**config.mk**
```make
export PLATFORM = sky130hd
export DESIGN_NAME = map_rom_arbiter
export DESIGN_NICKNAME = d
export VERILOG_FILES = /design/src/rtl/map_rom_arbiter.sv
export SDC_FILE = /design/constraint.sdc
export NUM_CORES = 1
export LEC_CHECK = 0
export BUFFER_PORTS_ARGS = -buffer_cell sky130_fd_sc_hd__buf_4
export CORE_MARGIN = 2
export CORE_UTILIZATION = 45
export CTS_CLUSTER_DIAMETER = 200
export DETAILED_ROUTE_END_ITERATION = 8
export MAX_ROUTING_LAYER = met4
export PLACE_DENSITY = 0.66
export SKIP_CTS_REPAIR_TIMING = 1
export SYNTH_ARGS = -nofsm -noshare
export SYNTH_HDL_FRONTEND = slang
export SYNTH_SLANG_ARGS = --single-unit
```
**constraint.sdc**
```tcl
create_clock -name clk -period 7.1 [get_ports clk]
set_input_delay 1.42 -clock clk [delete_from_list [all_inputs] [get_ports clk]]
set_output_delay 1.42 -clock clk [all_outputs]
set_load 0.05 [all_outputs]
```
**src/rtl/map_rom_arbiter.sv**
```systemverilog
// -----------------------------------------------------------------------------
// map_rom_arbiter
//
// Shares the single-port map tile ROM between the VGA pixel fetch path and
// game-logic queries (collision / portal checks). The (x,y) pair of the slot
// owner is turned into a linear ROM address with a bounds check. The address
// and every result output are registered.
//
// VGA has priority. A logic request that arrives while VGA is fetching waits.
// After STARVE_MAX edges it takes one VGA slot, so logic is always served
// during active video.
//
// Timing: the slot owner and rom_addr are set at edge N. The ROM answers
// combinationally on rom_data, and the result is captured at edge N+1.
//
// Optional feature:
//   MAP_ARB_STATS_EN  adds output steal_cnt[15:0], a saturating count of
//                     VGA slots taken by logic requests.
//
// Ports
//   clk        in   system clock
//   rstn       in   asynchronous active-low reset
//   vga_en     in   VGA fetch request this cycle
//   vga_x/y    in   VGA column (10b) / row (9b)
//   vga_data   out  registered pixel data
//   vga_valid  out  vga_data updated from a VGA fetch this cycle
//   logic_req  in   logic query request, held with stable x/y until ack
//   logic_x/y  in   query column (10b) / row (9b)
//   logic_ack  out  one-cycle pulse, logic_data valid while high
//   logic_data out  query result, held until the next ack
//   rom_addr   out  registered ROM address
//   rom_data   in   ROM word, combinational from rom_addr
//   steal_cnt  out  (MAP_ARB_STATS_EN only) count of stolen VGA slots
//
// Logic FSM
//   state   | meaning
//   IDLE    | no request outstanding
//   WAIT    | request pending behind VGA, cnt = edges waited
//   ISSUED  | slot granted, ROM address out, result arrives next edge
//   ACK     | logic_ack high for this cycle, requests ignored
// -----------------------------------------------------------------------------
module map_rom_arbiter #(
    parameter int                MAP_W      = 100,
    parameter int                MAP_H      = 100,
    parameter int                ADDR_W     = 14,
    parameter int                DATA_W     = 12,
    parameter logic [DATA_W-1:0] OOB_VALUE  = 12'h000,
    parameter int                STARVE_MAX = 8
) (
    input  logic              clk,
    input  logic              rstn,
    input  logic              vga_en,
    input  logic [9:0]        vga_x,
    input  logic [8:0]        vga_y,
    output logic [DATA_W-1:0] vga_data,
    output logic              vga_valid,
    input  logic              logic_req,
    input  logic [9:0]        logic_x,
    input  logic [8:0]        logic_y,
    output logic              logic_ack,
    output logic [DATA_W-1:0] logic_data,
    output logic [ADDR_W-1:0] rom_addr,
    input  logic [DATA_W-1:0] rom_data
`ifdef MAP_ARB_STATS_EN
    ,
    output logic [15:0]       steal_cnt
`endif
);

    localparam int         CNT_W   = $clog2(STARVE_MAX + 1);
    localparam logic [9:0] MAP_W_X = 10'(MAP_W);
    localparam logic [8:0] MAP_H_Y = 9'(MAP_H);

    typedef enum logic [1:0] {
        S_IDLE   = 2'd0,
        S_WAIT   = 2'd1,
        S_ISSUED = 2'd2,
        S_ACK    = 2'd3
    } state_t;

    state_t            state;
    logic [CNT_W-1:0]  cnt;

    // Owner tags for the fetch currently on the ROM bus.
    logic              p_vga;
    logic              p_oob;

    logic              grant;
    logic              steal;
    logic              vga_own;
    logic [9:0]        sel_x;
    logic [8:0]        sel_y;
    logic              oob;
    logic [ADDR_W-1:0] addr_calc;
    logic [DATA_W-1:0] rd_word;

    // A grant from WAIT while VGA is still asking means this edge's VGA slot
    // is stolen. That can only happen once the wait count reaches STARVE_MAX.
    always_comb begin
        grant = 1'b0;
        if (logic_req) begin
            if (state == S_IDLE)
                grant = !vga_en;
            else if (state == S_WAIT)
                grant = !vga_en || (cnt == CNT_W'(STARVE_MAX));
        end
        steal   = grant && vga_en;
        vga_own = vga_en && !steal;
    end

    always_comb begin
        sel_x     = vga_own ? vga_x : logic_x;
        sel_y     = vga_own ? vga_y : logic_y;
        oob       = (sel_x >= MAP_W_X) || (sel_y >= MAP_H_Y);
        // In-bounds coordinates keep the product below MAP_W*MAP_H, so
        // computing at ADDR_W bits cannot overflow.
        addr_calc = ADDR_W'(sel_y) * ADDR_W'(MAP_W) + ADDR_W'(sel_x);
        rd_word   = p_oob ? OOB_VALUE : rom_data;
    end

    // Address issue and result capture for the VGA path.
    always_ff @(posedge clk or negedge rstn) begin
        if (!rstn) begin
            rom_addr  <= '0;
            p_vga     <= 1'b0;
            p_oob     <= 1'b0;
            vga_valid <= 1'b0;
            vga_data  <= '0;
        end else begin
            p_vga <= vga_own;
            if (vga_own || grant) begin
                rom_addr <= oob ? '0 : addr_calc;
                p_oob    <= oob;
            end
            vga_valid <= p_vga;
            if (p_vga)
                vga_data <= rd_word;
        end
    end

    // Logic request FSM. The result is loaded when leaving ISSUED, because the
    // granted address went out on the previous edge.
    always_ff @(posedge clk or negedge rstn) begin
        if (!rstn) begin
            state      <= S_IDLE;
            cnt        <= '0;
            logic_ack  <= 1'b0;
            logic_data <= '0;
        end else begin
            logic_ack <= 1'b0;
            case (state)
                S_IDLE: begin
                    if (logic_req) begin
                        if (!vga_en) begin
                            state <= S_ISSUED;
                        end else begin
                            state <= S_WAIT;
                            cnt   <= CNT_W'(1);
                        end
                    end
                end
                S_WAIT: begin
                    if (!logic_req) begin
                        state <= S_IDLE;
                        cnt   <= '0;
                    end else if (grant) begin
                        state <= S_ISSUED;
                        cnt   <= '0;
                    end else begin
                        cnt <= cnt + CNT_W'(1);
                    end
                end
                S_ISSUED: begin
                    state      <= S_ACK;
                    logic_ack  <= 1'b1;
                    logic_data <= rd_word;
                end
                S_ACK: begin
                    state <= S_IDLE;
                end
                default: begin
                    state <= S_IDLE;
                    cnt   <= '0;
                end
            endcase
        end
    end

`ifdef MAP_ARB_STATS_EN
    always_ff @(posedge clk or negedge rstn) begin
        if (!rstn)
            steal_cnt <= '0;
        else if (steal && (steal_cnt != 16'hFFFF))
            steal_cnt <= steal_cnt + 16'd1;
    end
`endif

endmodule

```
Word-level counts from Yosys, hierarchy flattened
Index checks and enable logic that the tools add are counted.

operators by class
  multipliers = 1
  muxes and demuxes = 18
  equal/unequal tests = 7
  reduce and logical (&&, ||, !) cells = 11
  $lt $le $gt $ge = 2
  $add $sub $neg = 2

operators by type and width
  kind                    number
  $mux W4                 4
  $add A14 B10 Y14        1
  $mux W14                1
  $mul A9 B5 Y12 const B  1
  $mux W12                1
  $ge A10 B7 Y1 const B   1
  $mux W10                1
  $ge A9 B7 Y1 const B    1
  $mux W9                 1
  $mux W2                 4
  $pmux W2 S4             1
  $pmux W4 S2             1
  $add A4 B1 Y4 const B   1
  $eq A2 B2 Y1 const B    2
  $eq A4 B4 Y1 const B    1
  $mux W1                 4
  $ne A2 B2 Y1 const B    2
  $logic_or A1 B1 Y1      3
  $ne A3 B3 Y1 const B    1
  $reduce_and A3 Y1       1
  $eq A2 B1 Y1 const B    1
  $logic_and A1 B1 Y1     2
  $logic_not A1 Y1        2
  $logic_not A2 Y1        1
  other kinds (2)         2

word-level totals
  bits in registers = 48

Longest topological paths before layout
  depth in word-level cells = 12
  gate-level depth with buffers = 23
  gate-level depth less buffers = 22

Worst setup path after synthesis
Ideal clock, no wire load.

  path kind = input to register
  start = in logic_req
  end = reg rom_addr[13]
  stages on the path = 21
  data required time = 7008 ps
  setup time = 92 ps
  buffers on the path = 2
  path slack = 1247 ps
  arrival time = 5762 ps
  cell sequence = nand2b_1 -> o21ai_2 -> buf_2 -> buf_2 -> mux2i_1 -> inv_1 -> ha_1 -> ha_1 -> ha_1 -> ha_1 -> a21o_1 -> a21oi_1 -> xnor2_1 -> ha_1 -> and3_1 -> o21a_1 -> o21ai_1 -> a211o_1 -> or4_4 -> and3_4 -> o31ai_2

on the way
  longest elaborated chain between the ends = 8
  elaborated cells on any way between the ends = 13

ends and longest elaborated chain
  element                                                 line      source
  start: declaration                                      57        input logic logic_req,
  $mux W1 *                                               101       if (logic_req) begin
  $logic_and A1 B1 Y1                                     107       steal = grant && vga_en;
  $logic_not A1 Y1                                        108       vga_own = vga_en && !steal;
  $logic_and A1 B1 Y1                                     108
  $mux W9 or $mux W10 (tied branches)                     113, 112
  $mul A9 B5 Y12, or another cell as far along            117       addr_calc = ADDR_W'(sel_y) * ADDR_W'(MAP_W) + ADDR_W'(sel_x);
  $add A14 B10 Y14 or $logic_or A1 B1 Y1 (tied branches)  117, 114
  $mux W14                                                132       rom_addr <= oob ? '0 : addr_calc;
  end signal: assignment                                  132
  end: declaration                                        62        output logic [ADDR_W-1:0] rom_addr,

Every way passes the cells marked *; elsewhere a longest branch is shown, timed or not.
A chain may end at the register's enable or synchronous reset.

Worst setup path in the final report
Ends and elaborated chain as after synthesis.

==> out/qor.txt <==
outcome -> complete, no violations
Crit. End Element -> flop
Routed Antenna Nets -> 0
Overall Power -> 1.20 mW
EDFF count, synth -> 0
Initial DRC Count -> 90
Mapped Area -> 0.00341 mm²
Avg Cell Area, Syn -> 9.31 µm²
Residual DRC -> 0
Final min period -> 5.75 ns
Area growth, synth to finish -> 26.3%
Initial Utilization -> 46.7%
clk buf depth -> 2
Setup CP Type -> in2reg
final hold vios -> 0
Core Region -> 0.00729 mm²
ANT cells -> 0
GP Congestion -> 0.853
post-detailed-route wirelength per cell -> 13.9 µm
H-tree depth -> 2
Die H -> 91.0 µm
Synth area leaders -> dfrtp_1, ha_1, nand2_1
Die ar. -> 0.00828 mm²
Yosys cell types -> 52
Worst-Margin Slew -> 1.13 ns
instance count of the mapped netlist -> 366
Max Cap Viol -> 0
#FFs+latches synth -> 48
PwrDens -> 279 mW/mm²
fin util -> 59.0%
syn nets -> 466
Final #Nets -> 558
global-route wire length before repair -> 13200 µm
DR pass1 iterations -> 4
area fraction of the dominant cell type after synthesis -> 35.3%
Pins Over Slew Limit -> 0
worst relative slew slack -> 24.6%
sequential-to-total area share from yosys stat -> 35.3%
vias after detailed routing -> 2833
post-route clock period utilization -> 80.9%
Fmax achieved -> 174 MHz
# setup viols final -> 0
post-route insts no fill -> 558
most frequent cells in the layout -> buf_4, nand2_1, dfrtp_1, inv_1, ha_1
Site Rows -> 31
DIE WIDTH -> 91.0 µm
number of buffers created by CTS -> 5
Leakage -> 2.24 nW
area leader, netlist -> dfrtp_1
largest net degree at the start of global routing -> 49
clock sinks -> 48
TritonCTS clock tree -> built
commonest non-fill, non-tap cell in the layout -> buf_4
clock slew at reported path FFs -> 0.08 ns
fraction of layout cells with a size suffix above 1 -> 26.4%
vias per cell -> 5.08
DP Worst Slack -> 1.04 ns
ys async rst share -> 100%
Max VDD drop -> 0.182 mV
final hold slack -> 0.487 ns
WP data required -> 7.31 ns
dpl cells -> 550
post-route cell area -> 0.00430 mm²
Routed WL -> 7770 µm
skew final -> 0.00670 ns
GRT Residual Overflow -> 0
top_reg_cell synth -> dfrtp_1
total global-route track usage -> 20.0%
worst setup margin -> 1.35 ns
HPWL Detailed -> 6300 µm
worst hold path class -> reg2reg
Critical Path AT -> 5.96 ns
input/output buffers -> 93
critical path peak fanout -> 20
CTS root buffer -> clkbuf_8
YS warnings -> 0
IO Pins -> 94
Setup TNS -> 0 ns
initial antenna violation count -> 0
placed cell area -> 0.00420 mm²
vias in the first global route -> 2823
startpoint types -> primary input
unrepaired setup endpoints after global routing -> no
clk_lat worst skew -> 0.30 ns
[sequential cells by signal, indices dropped and copies added, names as in the netlist]
signal and flops:
rom_addr 14, p_vga 1, logic_data 12, state 2
p_oob 1, vga_data 12, cnt 4, logic_ack 1
vga_valid 1
[final cells by class]
type / instances / area, µm²
fillers: 666 / 2990
multi-input cells: 266 / 2000
flip-flops and latches: 48 / 1200
repair buffers: 94 / 706
inverters: 43 / 161
well taps: 99 / 124
clock buffers: 6 / 72.6
clock inverters: 2 / 35.0
[logic make-up after synthesis]
logic type               after synthesis  synth area share, %
flip-flops                            48                 35.3
adder cells (fa/ha/maj)               46                 18.0
AO/OA/AOI/OAI                         84                 15.4
multiplexers                          29                 8.89
XOR/XNOR                              13                 3.34
AND/OR/NAND/NOR                       94                 13.2
buffers and inverters                 52                 5.91
[where the power goes]
group	leakage (nW)	internal [mW]	switching, mW
combinational	1.54	0.252	0.401
sequential	0.646	0.320	0.0358
clock	0.0552	0.105	0.0876
total	2.24	0.676	0.524
[critical path, stage by stage]
cell and delay (ns):
buf_4 0.11, nand2b_1 0.08, o21ai_2 0.17, buf_4 0.29, mux2i_1 0.27, inv_1 0.11
ha_1 0.21, ha_1 0.28, ha_1 0.30, ha_1 0.32, a21o_1 0.18, a21oi_1 0.17
xnor2_1 0.09, ha_1 0.32, and3_1 0.18, o21a_1 0.11, o21ai_1 0.08, a211o_1 0.35
or4_4 0.52, and3_4 0.18, o31ai_2 0.20
[routing by layer]
layer  up-vias  track usage [%]  wire, µm
met3        10             2.99       259
li1       1436                -         -
met5         -                -         0
met1      1337             25.6      3560
met2        50             33.1      3840
met4         0             5.68       107
[synth_stat cells (3+ instances only)]
master and number:
dfrtp_1 48, xnor2_1 8, a211oi_1 4, o21ai_1 13, nand2_1 64, a21o_1 5
inv_1 41, mux2_2 10, xor2_1 5, o21bai_1 3, fa_1 5, ha_1 41
clkbuf_1 5, nand2b_1 4, nand3_1 3, o21a_1 4, o21ai_0 23, nor2_1 6
mux2i_1 19, a21oi_1 13, o311ai_0 3
[path summary, 6_finish.rpt]
path | startpoint | to | slack (ns) | cells after the start
max in group asynchronous | rstn | vga_data[11]$_DFFE_PN0P_ | 5.58 | 1
worst min-delay path | rom_addr[5]$_DFFE_PN0P_ | rom_addr[5]$_DFFE_PN0P_ | 0.49 | 2
worst min register to register | rom_addr[5]$_DFFE_PN0P_ | rom_addr[5]$_DFFE_PN0P_ | 0.49 | 2
worst max register to register | cnt[0]$_DFFE_PN0P_ | rom_addr[13]$_DFFE_PN0P_ | 1.81 | 22
min in group asynchronous | rstn | cnt[1]$_DFFE_PN0P_ | 1.12 | 1
worst max-delay path | logic_req | rom_addr[13]$_DFFE_PN0P_ | 1.35 | 21
(Power assumes the default switching activity.)
